==> config.mk <==
export PLATFORM = sky130hd
export DESIGN_NAME = prog_fetch_unit
export DESIGN_NICKNAME = d
export VERILOG_FILES = /design/src/rtl/avr_core_pkg.sv /design/src/rtl/prog_word_queue.sv /design/src/rtl/prog_fetch_unit.sv
export SDC_FILE = /design/constraint.sdc
export NUM_CORES = 1
export LEC_CHECK = 0
export CAP_MARGIN = 20
export CORE_MARGIN = 2
export CORE_UTILIZATION = 40
export CTS_BUF_LIST = sky130_fd_sc_hd__clkbuf_8
export CTS_CLUSTER_SIZE = 20
export DETAILED_ROUTE_END_ITERATION = 7
export REMOVE_ABC_BUFFERS = 1
export SLEW_MARGIN = 20
export SYNTH_ARGS = -nofsm -noshare
export SYNTH_HDL_FRONTEND = slang
export SYNTH_SLANG_ARGS = --single-unit
export TNS_END_PERCENT = 1
==> constraint.sdc <==
create_clock -name clk -period 3.55 [get_ports clk]
set_input_delay 0.71 -clock clk [delete_from_list [all_inputs] [get_ports clk]]
set_output_delay 0.71 -clock clk [all_outputs]
set_load 0.02 [all_outputs]
==> src/rtl/avr_core_pkg.sv <==
// Shared AVR core definitions: program-memory geometry, 32-bit opcode decode
// and the fetch-stage state and queue-entry types.
package avr_core_pkg;

  localparam int PM_AW = 14;
  localparam int PM_DW = 16;

  // LDS/STS and JMP/CALL carry a second word (address or immediate).
  localparam logic [PM_DW-1:0] OPC32_LDSTS_MASK    = 16'hFC0F;
  localparam logic [PM_DW-1:0] OPC32_LDSTS_MATCH   = 16'h9000;
  localparam logic [PM_DW-1:0] OPC32_JMPCALL_MASK  = 16'hFE0C;
  localparam logic [PM_DW-1:0] OPC32_JMPCALL_MATCH = 16'h940C;

  typedef enum logic {
    RUN   = 1'b0,
    DRAIN = 1'b1
  } fetch_state_t;

  typedef struct packed {
    logic [PM_AW-1:0] pc;
    logic [PM_DW-1:0] word;
  } qent_t;

  function automatic logic is_32bit_opcode(input logic [PM_DW-1:0] w);
    return ((w & OPC32_LDSTS_MASK) == OPC32_LDSTS_MATCH) ||
           ((w & OPC32_JMPCALL_MASK) == OPC32_JMPCALL_MATCH);
  endfunction

endpackage

==> src/rtl/prog_word_queue.sv <==
// Circular FIFO of {pc, word} entries with single- or double-word pop,
// occupancy count and synchronous clear.
module prog_word_queue
  import avr_core_pkg::*;
#(
  parameter int DEPTH = 4
) (
  input  logic                     clk,
  input  logic                     rst,
  input  logic                     clear,
  input  logic                     push,
  input  qent_t                    push_ent,
  input  logic                     pop,
  input  logic                     pop_two,
  output logic [$clog2(DEPTH):0]   count,
  output qent_t                    head,
  output logic [PM_DW-1:0]         next_word
);

  localparam int PW = $clog2(DEPTH);

  qent_t             entries [DEPTH];
  logic [PW-1:0]     rd_ptr;
  logic [PW-1:0]     wr_ptr;
  logic [PW:0]       pop_n;
  logic [PW:0]       count_next;

  always_comb begin
    pop_n = '0;
    if (pop_two)
      pop_n = (PW+1)'(2);
    else if (pop)
      pop_n = (PW+1)'(1);
    count_next = count + (PW+1)'(push) - pop_n;
  end

  always_ff @(posedge clk) begin
    if (rst || clear) begin
      rd_ptr <= '0;
      wr_ptr <= '0;
      count  <= '0;
    end else begin
      if (push)
        wr_ptr <= wr_ptr + PW'(1);
      if (pop_two)
        rd_ptr <= rd_ptr + PW'(2);
      else if (pop)
        rd_ptr <= rd_ptr + PW'(1);
      count <= count_next;
    end
  end

  always_ff @(posedge clk) begin
    if (push)
      entries[wr_ptr] <= push_ent;
  end

  assign head      = entries[rd_ptr];
  assign next_word = entries[rd_ptr + PW'(1)].word;

endmodule

==> src/rtl/prog_fetch_unit.sv <==
// AVR instruction fetch/prefetch: issues program-memory reads, queues the
// returned words and presents whole 16/32-bit instructions to the decoder.
module prog_fetch_unit
  import avr_core_pkg::*;
#(
  parameter int               QDEPTH   = 4,
  parameter logic [PM_AW-1:0] RESET_PC = '0
) (
  input  logic              clk,
  input  logic              rst,
  output logic [PM_AW-1:0]  pm_addr,
  output logic              pm_re,
  input  logic [PM_DW-1:0]  pm_rdata,
  input  logic              hold,
  input  logic              redirect_valid,
  input  logic [PM_AW-1:0]  redirect_pc,
  output logic              instr_valid,
  input  logic              instr_ready,
  output logic [PM_DW-1:0]  instr_w0,
  output logic [PM_DW-1:0]  instr_w1,
  output logic              instr_is32,
  output logic [PM_AW-1:0]  instr_pc
);

  localparam int CW = $clog2(QDEPTH) + 1;

  fetch_state_t      fetch_state;
  logic              inflight;
  logic [PM_AW-1:0]  inflight_pc;
  logic [PM_AW-1:0]  fetch_pc;
  logic [CW-1:0]     count;
  qent_t             head;
  logic [PM_DW-1:0]  next_word;
  logic              head_present;
  logic              head_is32;
  logic              capture;
  logic              pop;
  logic              pop_two;

  // In-flight requests reserve a slot so a returning word always has room.
  assign pm_re   = !rst && !hold &&
                   (((CW+1)'(count) + (CW+1)'(inflight)) < (CW+1)'(QDEPTH));
  assign pm_addr = fetch_pc;

  // A response issued during a redirect cycle returns during DRAIN and is dropped.
  assign capture = inflight && (fetch_state == RUN) && !redirect_valid;

  assign head_present = (count != '0);
  assign head_is32    = is_32bit_opcode(head.word);
  assign instr_valid  = head_present && (!head_is32 || (count >= CW'(2)));
  assign instr_w0     = head_present ? head.word : '0;
  assign instr_is32   = head_present && head_is32;
  assign instr_w1     = (instr_valid && head_is32) ? next_word : '0;
  assign instr_pc     = head_present ? head.pc : fetch_pc;

  assign pop     = instr_valid && instr_ready && !redirect_valid;
  assign pop_two = pop && head_is32;

  always_ff @(posedge clk) begin
    if (rst) begin
      fetch_state <= RUN;
      inflight    <= 1'b0;
      fetch_pc    <= RESET_PC;
    end else begin
      inflight <= pm_re;
      if (redirect_valid) begin
        fetch_pc    <= redirect_pc;
        fetch_state <= pm_re ? DRAIN : RUN;
      end else begin
        fetch_state <= RUN;
        if (pm_re)
          fetch_pc <= fetch_pc + PM_AW'(1);
      end
    end
  end

  always_ff @(posedge clk) begin
    if (pm_re)
      inflight_pc <= fetch_pc;
  end

  prog_word_queue #(
    .DEPTH (QDEPTH)
  ) u_queue (
    .clk       (clk),
    .rst       (rst),
    .clear     (redirect_valid),
    .push      (capture),
    .push_ent  ('{pc: inflight_pc, word: pm_rdata}),
    .pop       (pop),
    .pop_two   (pop_two),
    .count     (count),
    .head      (head),
    .next_word (next_word)
  );

endmodule

==> impl_metrics.json <==
{
  "status": "finished clean",
  "clk_latency_ns": 0.45,
  "worst_pin_slew_ns": 0.6039,
  "yosysWarnings": 0,
  "cts_root_buffer": "clkbuf_8",
  "period_minus_slack_ns": 3.478,
  "clock_path_buffers": 2,
  "h-tree-depth": 4,
  "r2r_slack_ns": 0.17,
  "maxSlewViolCount": 0,
  "irDropWorstVdd_v": 0.0002033,
  "area_growth_pct": 25.32,
  "die_h_um": 135.5,
  "clkSinkCount": 159,
  "grt_use_total_pct": 17.33,
  "max_freq_mhz": 287.5,
  "holdPathEnd": "u_queue.entries[0][17]",
  "ys_ff_latch": 159,
  "cp.required_ns": 2.84,
  "numCtsBuffers": 17,
  "slowest_delay_ns": 0.56,
  "cts_hold_buffers": 0,
  "drtIter0Drc": 347,
  "io_buffers": 97,
  "vias": 4132,
  "wire_per_inst_um": 19.12,
  "drt-vias-per-instance": 5.230,
  "drc": 0,
  "fin_crit_sh_pct": 97.98,
  "slowest_stage": "or4_4",
  "io_pins": 98,
  "dp_hpwl_um": 10190,
  "dr.pass1.iters": 5,
  "finalHoldViolCount": 0,
  "multiInputGateArea_um2": 2262,
  "synth.distinct_cells": 39,
  "clk_pin_slew_worst_paths_ns": 0.08,
  "final_nets": 596,
  "holdCritPathClass": "flip-flop to flip-flop",
  "synth_flop_cell": "edfxtp_1",
  "die_area_um2": 18350,
  "skew_ns": 0.008214,
  "seqCellArea_um2": 4529,
  "reg2reg_depth": 12,
  "async_flop_share_pct": 0,
  "drive_gt1_share_pct": 22.65,
  "fin_hold_ws_ns": 0.5004,
  "cts_tree": "done",
  "yosys.area.top_type": "edfxtp_1",
  "netlist.area_leader.share_pct": 58.20,
  "syn_inst": 434,
  "grt_max_degree": 27,
  "worst_setup_path_start_kind": "flip-flop",
  "grt_pass1_vias": 4210,
  "grt_setup_unrepaired": "true",
  "power_density_nw_per_um2": 420.0,
  "synth.avg_cell_area_um2": 15.93,
  "num-fill-cells": 1451,
  "min-delay-start": "inflight_pc[1]",
  "final_antenna_net_count": 0,
  "gp_congestion": 0.7845,
  "holdPathStages": 0,
  "grt_pass1_wl_um": 23460,
  "leakagePower_uw": 0.002897,
  "yosys-top-cells-count": "edfxtp_1, nand2_1, mux4_2, dfxtp_1, and2_1",
  "antenna_found_initial": 0,
  "start_util_pct": 40.39,
  "place_ws_ns": 0.009748,
  "crit_chain": "mux4_2, or4_4, o21ai_4, nand2_2, a211o_1, buf_2",
  "yosysSeqAreaShare_pct": 65.44,
  "setup_viol": 0,
  "critical_path.endpoint_type": "primary output",
  "syn-cell-area_um2": 6914,
  "diodes": 0,
  "synth.most_common_cell": "edfxtp_1",
  "die_w_um": 135.5,
  "synth_edf_count": 134,
  "worstReg2RegEnd": "u_queue.count[2]",
  "setup_slack_ns": 0.07188,
  "path_max_fanout": 6,
  "maxCapViolCount": 0,
  "core_area_um2": 17120,
  "drt-total-wl_um": 15100,
  "critPathKind": "flip-flop to primary output",
  "slew_headroom_pct": 59.68,
  "ys_top_cells_by_area": "edfxtp_1, mux4_2, dfxtp_1, nand2_1, and2_1",
  "gr-total-overflow": 0,
  "row_count": 48,
  "critPathArrivalTime_ns": 2.77
}
-- state kept, by name, summed over array words and instances, names as in the netlist, named ones only --
| signal | flops |
|---|---|
| fetch_state | 1 |
| inflight | 1 |
| inflight_pc | 14 |
| pm_addr | 14 |
| u_queue.count | 3 |
| u_queue.entries | 120 |
| u_queue.rd_ptr | 2 |
| u_queue.wr_ptr | 2 |
-- layer usage --
layer	global-route usage, %	vias to the layer above	routed length [um]
li1	-	1909	-
met4	5.903	0	206
met5	0	-	0
met2	27.61	128	7121
met1	23.95	2077	7004
met3	3.591	18	771
-- critical path, delay by kind of cell (launching register included) --
family	cells	cell delay [ns]
flip-flops	1	0.40
AND/OR/NAND/NOR	2	0.68
multiplexers	1	0.51
AO/OA/AOI/OAI	2	0.57
buffers and inverters	1	0.17
-- how the worst max path moves through the flow --
stage | endpoint | start
floorplan | u_queue.count[2] | flip-flop
global placement | instr_valid | flip-flop
detailed placement | instr_w1[3] | flip-flop
CTS | instr_w1[3] | flip-flop
global route | instr_w1[7] | flip-flop
finish | instr_valid | flip-flop
-- cells by family (layout without fill, tap and decap cells) --
group	count (synthesis)	in the layout	synth area share, %
buffers and inverters	31	162	1.936
XOR/XNOR	11	11	1.394
AO/OA/AOI/OAI	30	30	3.258
flip-flops	159	159	65.44
AND/OR/NAND/NOR	146	146	10.91
adder cells (fa/ha/maj)	9	9	1.737
multiplexers	48	48	15.33
-- where the power goes --
part	internal (uW)	total, uW	leakage [uW]	switching, uW
logic	139	281	0.00126	143
registers	2060	2090	0.00143	33.9
clock network	662	1270	0.000212	605
total	2860	3640	0.00290	782
-- through the flow --
stage	cell area, um2	TNS (ns)	std cells	total power, uW	util, %
after CTS	8630	0	790	3673	50.42
after global routing	8665	-0.5142	790	3762	50.62
after floorplan	6810	-8.950	411	2249	-
after detailed placement	8313	0	757	2416	48.57
after global placement	8313	0	757	2412	48.57
final	8665	0	790	3639	50.62
-- cells in the final DEF, fill, tap and decap left out, types with 14 or more instances in the layout --
master           count
edfxtp_1           134
clkdlybuf4s50_1     79
mux4_2              46
nand2_1             46
buf_4               34
dfxtp_1             23
and2_1              22
clkbuf_8            20
nor2_1              19
nor2b_1             17
inv_1               14
-- area by class of cell --
| type | count | area share [%] |
|---|---|---|
| timing repair buffer | 122 | 13.60 |
| inverter | 8 | 0.3466 |
| tap | 225 | 3.249 |
| clock inverter | 12 | 1.242 |
| clock buffer | 20 | 3.177 |
| multi-input combinational | 244 | 26.11 |
| sequential | 159 | 52.27 |
-- repair_timing --
| action | in CTS | in global routing |
|---|---|---|
| pin swaps | 2 | 2 |
| hold endpoints to repair | 0 | 0 |
| gates resized for setup | 73 | 17 |
| setup buffers | 1 | 0 |
| endpoints found under the setup margin | 18 | 18 |
Power figures use the tool's default switching activity.
